**config.mk**
```make
export PLATFORM = sky130hd
export DESIGN_NAME = decode_queue
export DESIGN_NICKNAME = d
export VERILOG_FILES = /design/src/rtl/decode_queue.sv
export SDC_FILE = /design/constraint.sdc
export NUM_CORES = 1
export LEC_CHECK = 0
export CORE_AREA = 2 2 193 195
export CTS_BUF_LIST = sky130_fd_sc_hd__clkbuf_16
export DETAILED_ROUTE_END_ITERATION = 8
export DIE_AREA = 0 0 195 197
export PLACE_DENSITY = 0.69
export SYNTH_ARGS = -nofsm -noshare
export SYNTH_HDL_FRONTEND = slang
export SYNTH_SLANG_ARGS = --single-unit
```
**constraint.sdc**
```tcl
create_clock -name clk -period 3.36 [get_ports clk]
set_input_delay 0.672 -clock clk [delete_from_list [all_inputs] [get_ports clk]]
set_output_delay 0.672 -clock clk [all_outputs]
set_load 0.1 [all_outputs]
```
**src/rtl/decode_queue.sv**
```systemverilog
// RV32I decode stage feeding a DEPTH-entry queue toward execute.
// Decode is combinational on the input side; all outputs come from queue storage.
module decode_queue #(
  parameter int XLEN  = 32,
  parameter int DEPTH = 4
) (
  input  logic                   clk,
  input  logic                   rst_n,
  input  logic                   flush,
  input  logic                   in_valid,
  output logic                   in_ready,
  input  logic [31:0]            instruction,
  input  logic [XLEN-1:0]        in_pc,
  output logic                   out_valid,
  input  logic                   out_ready,
  output logic [6:0]             opcode,
  output logic [4:0]             rd,
  output logic [4:0]             rs1,
  output logic [4:0]             rs2,
  output logic [2:0]             funct3,
  output logic [6:0]             funct7,
  output logic [XLEN-1:0]        imm,
  output logic [2:0]             fmt,
  output logic                   illegal,
  output logic [XLEN-1:0]        out_pc,
  output logic [$clog2(DEPTH):0] count
);

  localparam int PTR_W = $clog2(DEPTH);
  localparam int CNT_W = PTR_W + 1;

  typedef enum logic [2:0] {
    FMT_R   = 3'd0,
    FMT_I   = 3'd1,
    FMT_S   = 3'd2,
    FMT_B   = 3'd3,
    FMT_U   = 3'd4,
    FMT_J   = 3'd5,
    FMT_ILL = 3'd7
  } fmt_e;

  typedef struct packed {
    logic [6:0]      opcode;
    logic [4:0]      rd;
    logic [4:0]      rs1;
    logic [4:0]      rs2;
    logic [2:0]      funct3;
    logic [6:0]      funct7;
    logic [XLEN-1:0] imm;
    fmt_e            fmt;
    logic            illegal;
    logic [XLEN-1:0] pc;
  } rec_t;

  // Every immediate fits a signed 32-bit value; widening it sign-extends to XLEN.
  function automatic logic signed [XLEN-1:0] sext32(input logic signed [31:0] v);
    return XLEN'(v);
  endfunction

  logic [6:0]         opc;
  fmt_e               fmt_d;
  logic               is_shift;
  logic signed [31:0] imm32;
  rec_t               rec_d;

  // Decode stage: raw word -> record written into the tail entry
  assign opc      = instruction[6:0];
  assign is_shift = (opc == 7'b0010011) && (instruction[13:12] == 2'b01);

  always_comb begin
    fmt_d = FMT_ILL;
    if (instruction[1:0] == 2'b11) begin
      case (opc)
        7'b0110011:                                     fmt_d = FMT_R;
        7'b0010011, 7'b0000011, 7'b1100111, 7'b1110011: fmt_d = FMT_I;
        7'b0100011:                                     fmt_d = FMT_S;
        7'b1100011:                                     fmt_d = FMT_B;
        7'b0110111, 7'b0010111:                         fmt_d = FMT_U;
        7'b1101111:                                     fmt_d = FMT_J;
        default:                                        fmt_d = FMT_ILL;
      endcase
    end
  end

  always_comb begin
    rec_d         = '0;
    imm32         = '0;
    rec_d.opcode  = opc;
    rec_d.pc      = in_pc;
    rec_d.fmt     = fmt_d;
    rec_d.illegal = (fmt_d == FMT_ILL);
    case (fmt_d)
      FMT_R: begin
        rec_d.rd     = instruction[11:7];
        rec_d.rs1    = instruction[19:15];
        rec_d.rs2    = instruction[24:20];
        rec_d.funct3 = instruction[14:12];
        rec_d.funct7 = instruction[31:25];
      end
      FMT_I: begin
        rec_d.rd     = instruction[11:7];
        rec_d.rs1    = instruction[19:15];
        rec_d.funct3 = instruction[14:12];
        if (is_shift) begin
          rec_d.funct7 = instruction[31:25];
          imm32        = {27'b0, instruction[24:20]};
        end else begin
          imm32 = {{20{instruction[31]}}, instruction[31:20]};
        end
      end
      FMT_S: begin
        rec_d.rs1    = instruction[19:15];
        rec_d.rs2    = instruction[24:20];
        rec_d.funct3 = instruction[14:12];
        imm32        = {{20{instruction[31]}}, instruction[31:25], instruction[11:7]};
      end
      FMT_B: begin
        rec_d.rs1    = instruction[19:15];
        rec_d.rs2    = instruction[24:20];
        rec_d.funct3 = instruction[14:12];
        imm32        = {{19{instruction[31]}}, instruction[31], instruction[7],
                        instruction[30:25], instruction[11:8], 1'b0};
      end
      FMT_U: begin
        rec_d.rd = instruction[11:7];
        imm32    = {instruction[31:12], 12'b0};
      end
      FMT_J: begin
        rec_d.rd = instruction[11:7];
        imm32    = {{11{instruction[31]}}, instruction[31], instruction[19:12],
                    instruction[20], instruction[30:21], 1'b0};
      end
      default: ;
    endcase
    rec_d.imm = sext32(imm32);
  end

  // Queue stage: circular buffer, pointers wrap naturally at a power-of-two depth
  logic [PTR_W-1:0] wptr_q, wptr_d, rptr_q, rptr_d;
  logic [CNT_W-1:0] count_q, count_d;
  rec_t             mem_q [DEPTH];
  rec_t             head;
  logic             push, pop;

  assign in_ready  = (count_q != CNT_W'(DEPTH));
  assign out_valid = (count_q != '0);
  assign push      = in_valid && in_ready && !flush;
  assign pop       = out_valid && out_ready && !flush;

  always_comb begin
    wptr_d  = wptr_q;
    rptr_d  = rptr_q;
    count_d = count_q;
    if (flush) begin
      wptr_d  = '0;
      rptr_d  = '0;
      count_d = '0;
    end else begin
      if (push) wptr_d = wptr_q + PTR_W'(1);
      if (pop)  rptr_d = rptr_q + PTR_W'(1);
      case ({push, pop})
        2'b10:   count_d = count_q + CNT_W'(1);
        2'b01:   count_d = count_q - CNT_W'(1);
        default: count_d = count_q;
      endcase
    end
  end

  always_ff @(posedge clk or negedge rst_n) begin
    if (!rst_n) begin
      wptr_q  <= '0;
      rptr_q  <= '0;
      count_q <= '0;
    end else begin
      wptr_q  <= wptr_d;
      rptr_q  <= rptr_d;
      count_q <= count_d;
    end
  end

  // Storage is cleared on reset so an empty queue presents all-zero fields.
  always_ff @(posedge clk or negedge rst_n) begin
    if (!rst_n) begin
      for (int i = 0; i < DEPTH; i++) mem_q[i] <= '0;
    end else if (push) begin
      mem_q[wptr_q] <= rec_d;
    end
  end

  // Output stage: head entry only, no path from the input side
  assign head    = mem_q[rptr_q];
  assign opcode  = head.opcode;
  assign rd      = head.rd;
  assign rs1     = head.rs1;
  assign rs2     = head.rs2;
  assign funct3  = head.funct3;
  assign funct7  = head.funct7;
  assign imm     = head.imm;
  assign fmt     = head.fmt;
  assign illegal = head.illegal;
  assign out_pc  = head.pc;
  assign count   = count_q;

endmodule

```
* Word level (Yosys, flattened, before mapping)
Index checks and enable logic that the tools add are counted.
** Operators by class
- Add/sub/neg operators :: 4
- Magnitude comparators :: 3
- Eq/ne operators :: 21
- Muxes and demuxes :: 22
- Bitwise logic cells :: 2
- Reductions and logical operators :: 17
** Operator list (count)
- 400-bit bitwise mux :: 1
- 100-bit 2-to-1 mux :: 3
- 100-bit binary-select mux with 2-bit select :: 1
- 100-bit demux with 2-bit select :: 1
- 32-bit one-hot mux with 5 select lines :: 1
- 32-bit 2-to-1 mux :: 1
- 7-bit equality test, second input constant :: 4
- 7-bit by 6-bit equality test with 1-bit output, second input constant :: 3
- 3-bit one-hot mux with 6 select lines :: 1
- 5-bit 2-to-1 mux :: 3
- 7-bit by 5-bit equality test with 1-bit output, second input constant :: 2
- 7-bit one-hot mux with 2 select lines :: 1
- 4-bit OR reduction :: 3
- 3-bit equality test, second input constant :: 3
- 3-bit 2-to-1 mux :: 3
- 2-bit 2-to-1 mux :: 4
- 7-bit by 2-bit equality test with 1-bit output, second input constant :: 1
- 7-bit 2-to-1 mux :: 1
- 3-bit by 2-bit equality test with 1-bit output, second input constant :: 2
- 3-bit >= comparator, second input constant :: 2
- 1-bit logical AND :: 6
- 2-bit NOT with 3-bit output :: 2
- 3-bit one-hot mux with 2 select lines :: 1
- 3-bit nonzero test :: 2
- other kinds (13) :: 17
** Storage, ports and cells
- Flip-flop bits (word level) :: 407
- Output and inout bits :: 105
- Word-level logic and storage cells :: 112

* Depth between registers and ports, before layout
- Depth after elaboration :: 8
- Mapped depth :: 8
- Depth with buffers taken out :: 7

* Worst setup path after synthesis
No wires, ideal clock.
- Path type :: reg-to-reg
- Start point :: register count_q[0], in the netlist count[0]
- End point :: register count_q[2], in the netlist count[2]
- Arrival time :: 2.730 ns
- Slack :: 0.499 ns
- Cell stages (with the launch flop) :: 9
- Buffers on the path :: 1
- Cells stage by stage :: dfrtp_1 -> or3b_1 -> buf_2 -> a21o_1 -> nor2_1 -> fa_1 -> mux2i_1 -> xnor2_1 -> nor2_1
** On the way
- Cells in the longest elaborated chain, start to end :: 6
- Elaborated cells on any way between the ends :: 13
- Classes of those cells :: 2 x add/sub; 3 x eq/ne; 2 x mux; 6 x reduce/logical
** Ends and longest elaborated chain
- start, declared :: line 140 : logic [CNT_W-1:0] count_q, count_d;
- start signal, assigned :: line 177 : count_q <= count_d;
- 3-bit != test * :: line 145 : assign in_ready = (count_q != CNT_W'(DEPTH));
- named net in_ready :: line 11 : output logic in_ready,
- 1-bit logical AND * (2 in series) :: line 147 : assign push = in_valid && in_ready && !flush;
- 2-bit by 1-bit equality test with 1-bit output / 2-bit equality test (equally long branches) :: line 161 : case ({push, pop})
- 3-bit one-hot mux with 2 select lines :: line 161
- 3-bit 2-to-1 mux :: line 154 : if (flush) begin
The timed path passes the listed nets; every way through them passes the cells marked *.
A chain may end at the register's enable or synchronous reset.

* Worst setup path in the final report
- Start point :: register rptr_q[0]
- End point :: output port out_pc[15]
** On the way
- Cells in the longest elaborated chain, start to end :: 4
** Ends and longest elaborated chain
- start, declared :: line 139 : logic [PTR_W-1:0] wptr_q, wptr_d, rptr_q, rptr_d;
- start signal, assigned :: line 176 : rptr_q <= rptr_d;
- 2-bit NOT with 3-bit output (not written as such) :: line 191 : assign head = mem_q[rptr_q];
- 100-bit binary-select mux with 2-bit select :: line 191
- 100-bit 2-to-1 mux (not written as such) (2 in series) :: line 191
- end, declared :: line 25 : output logic [XLEN-1:0] out_pc,
Every way passes these cells. The select of a mux whose other input is x is not followed.

==> results.yml <==
sta:
  finalClockSkew_ns: 0.0149
  count_of_final_hold_check_violations: 0
  timing.setup.tns_ns: 0
  maxClockFrequency_mhz: 325
  finalCriticalPeriod_ns: 3.07
  final_setup_violation_count: 0
  min_period_over_period_pct: 91.5
  worst_slew_pin_slew_ns: 1.19
  worst_relative_slew_slack_pct: 19.9
  rsz0062_at_grt: "no"
  timing.final.max_slew_violations: 0
routing:
  drt-vias-per-instance: 5.69
  via_total_after_detailed_routing: 13500
  drt-initial-drc-count: 897
  wire_per_inst_um: 20.3
  drt.antenna.violating_nets: 0
  remaining_drc_errors: 0
  routed_wl_um: 47900
  detail_route.first_pass.iterations: 5
synthesis:
  synthDistinctLibCells: 51
  syn_area_per_cell_um2: 10.5
  syn-num-nets: 1789
  async_flop_share_pct: 100
  synth.yosys.seq_area_share_pct: 56.7
  synthCells: 1715
  synth_enable_flop_cells: 0
  number_of_warnings_issued_by_yosys: 0
  synth_area_um2: 18000
  synth_seq_cells: 407
  synthFlopType: "dfrtp_1"
clock_tree:
  cts_setup_buffers: 0
  clk_pin_slew_worst_paths_ns: 0.06
  cts.sinks: 407
  cts-root-buf: "clkbuf_16"
  cts_made_buffers: 43
  cts_tree: "yes"
  hold_buffers: 0
  clock_tree.htree_level_count: 2
  cts_repair_resizes: 0
  clkLatencyLatePin_ns: 0.55
  cts-root-to-sink-buffers: 3
outcome:
  outcome: "complete, no violations"
setup_path:
  path_max_fanout: 14
  worst-endpoint-arrival_ns: 2.40
  end_kind: "output pin"
  crit_type: "flop to output pin"
  startpoint_type: "flop"
  required_time_of_the_critical_path_ns: 2.69
floorplanning:
  num_rows: 70
  initial_core_util_pct: 49.6
  num_ports: 174
  design.core.area_um2: 36300
  die_w_um: 195
  fp.dieArea_um2: 38400
  die_height_um: 197
global_routing:
  grt_start_max_net_pins: 109
  grt-ovfl-total: 0
  total_grt_usage_pct: 25.6
  grt_pass1_wl_um: 76800
  antenna_found_initial: 7
  first_global_vias: 13600
finish:
  final_layout_net_count: 1934
  area_delta_synth_final_pct: 19.4
  layout_commonest_cell: "nand2_1"
  post_route_cells_drive_above_1_share_pct: 17.9
  stdcell_area_um2: 21500
  layout.core_utilization_pct: 59.2
  layout_common_cells: "nand2_1 (656), dfrtp_1 (405), buf_4 (147)"
  stdcell_count: 2365
worst_hold_path:
  min-delay-path-class: "input port to async pin"
job:
  drv_cap: 0
placed_design:
  post-dp-hpwl_um: 30300
  io_buffer_count: 173
  placer_congestion_estimate: 0.840
  place_inst: 2283
  postPlaceCellArea_um2: 20100
power_and_ir_drop:
  power.leakage_uw: 0.0101
  p_per_area_nw_per_um2: 984
  max_ir_drop_vdd_uv: 1030
-- Yosys cell counts (4+ instances only) --
cell      instances  area share [%]
dfrtp_1         407              57
nor2_1           77             1.6
a31oi_1          66             2.3
nand2_1         659              14
buf_2            38             1.1
a21oi_1           9            0.25
nand3_1           5            0.14
o31ai_1           6            0.25
a22o_1           29             1.4
ha_1              4            0.28
a221o_1          11            0.61
and3_1            7            0.24
mux4_2          100              13
o21ai_0         134             3.7
o21ai_1           4            0.11
xnor2_1           5            0.24
clkbuf_1         81             1.7
and2_1           10            0.35
a32oi_1           4            0.19
mux2_2            4            0.25
nor3_1            5            0.14
inv_1             4           0.084
buf_1             9            0.19
-- sequential cells by signal, summed over array words and instances, names as in the netlist --
register	flops
count	3
mem_q	400
wptr_q	2
rptr_q	2
-- layout make-up --
class	instances	area [um2]
fill	3087	14800
sequential	407	10200
multi-input combinational	1176	7280
timing repair buffer	228	2050
clock buffer	45	1130
tap	468	586
clock inverter	32	185
inverter	4	15.0
antenna	5	12.5
-- report_power, final --
| group | total, uW | switching, uW | internal [uW] |
|---|---|---|---|
| combinational | 9500 | 6770 | 2730 |
| clock | 4460 | 1900 | 2560 |
| sequential | 7150 | 808 | 6340 |
-- through the flow --
step,total power [uW],setup slack [ns],hold WS [ns]
after floorplan,14600,0.499,0.376
after global placement,16600,0.197,0.452
after detailed placement,16800,0.196,0.459
after CTS,21300,0.247,0.101
after global routing,22100,0.191,0.111
final,21100,0.287,0.0783
-- kinds of logic (layout without fill, tap and decap cells) --
family	count (synthesis)	after routing	share of synthesized area (%)
AOI/OAI and AO/OA	274	274	9.46
xor gates and xnor gates	8	8	0.390
adders and majority gates	5	5	0.390
buffers and inverters	132	309	3.02
DFF	407	407	56.7
muxes	106	106	12.9
other	0	5	0
and+or+nand+nor	783	783	17.2
-- per-layer routing --
layer	track usage [%]	wire length (um)	vias up
li1	-	-	6162
met2	40.3	22800	403
met4	8.99	1240	4
met5	0	20	-
met1	36.3	21100	6810
met3	4.18	2750	79
-- critical path, stage by stage, from the launching register on --
cell	delay [ns]
dfrtp_4	0.62
buf_4	0.39
mux4_2	0.58
buf_4	0.25
-- final timing paths --
path	slack (ns)	to	startpoint	cells after the start
max	0.29	out_pc[15]	rptr_q[0]	3
min	0.08	mem_q[364]	rst_n	1
max reg2reg	0.79	mem_q[270]	count[0]	5
min reg2reg	0.47	mem_q[205]	mem_q[205]	2
max in group asynchronous	2.36	mem_q[118]	rst_n	2
min in group clk	0.47	mem_q[205]	mem_q[205]	2
Note: power is estimated with default switching activity, not from simulation.
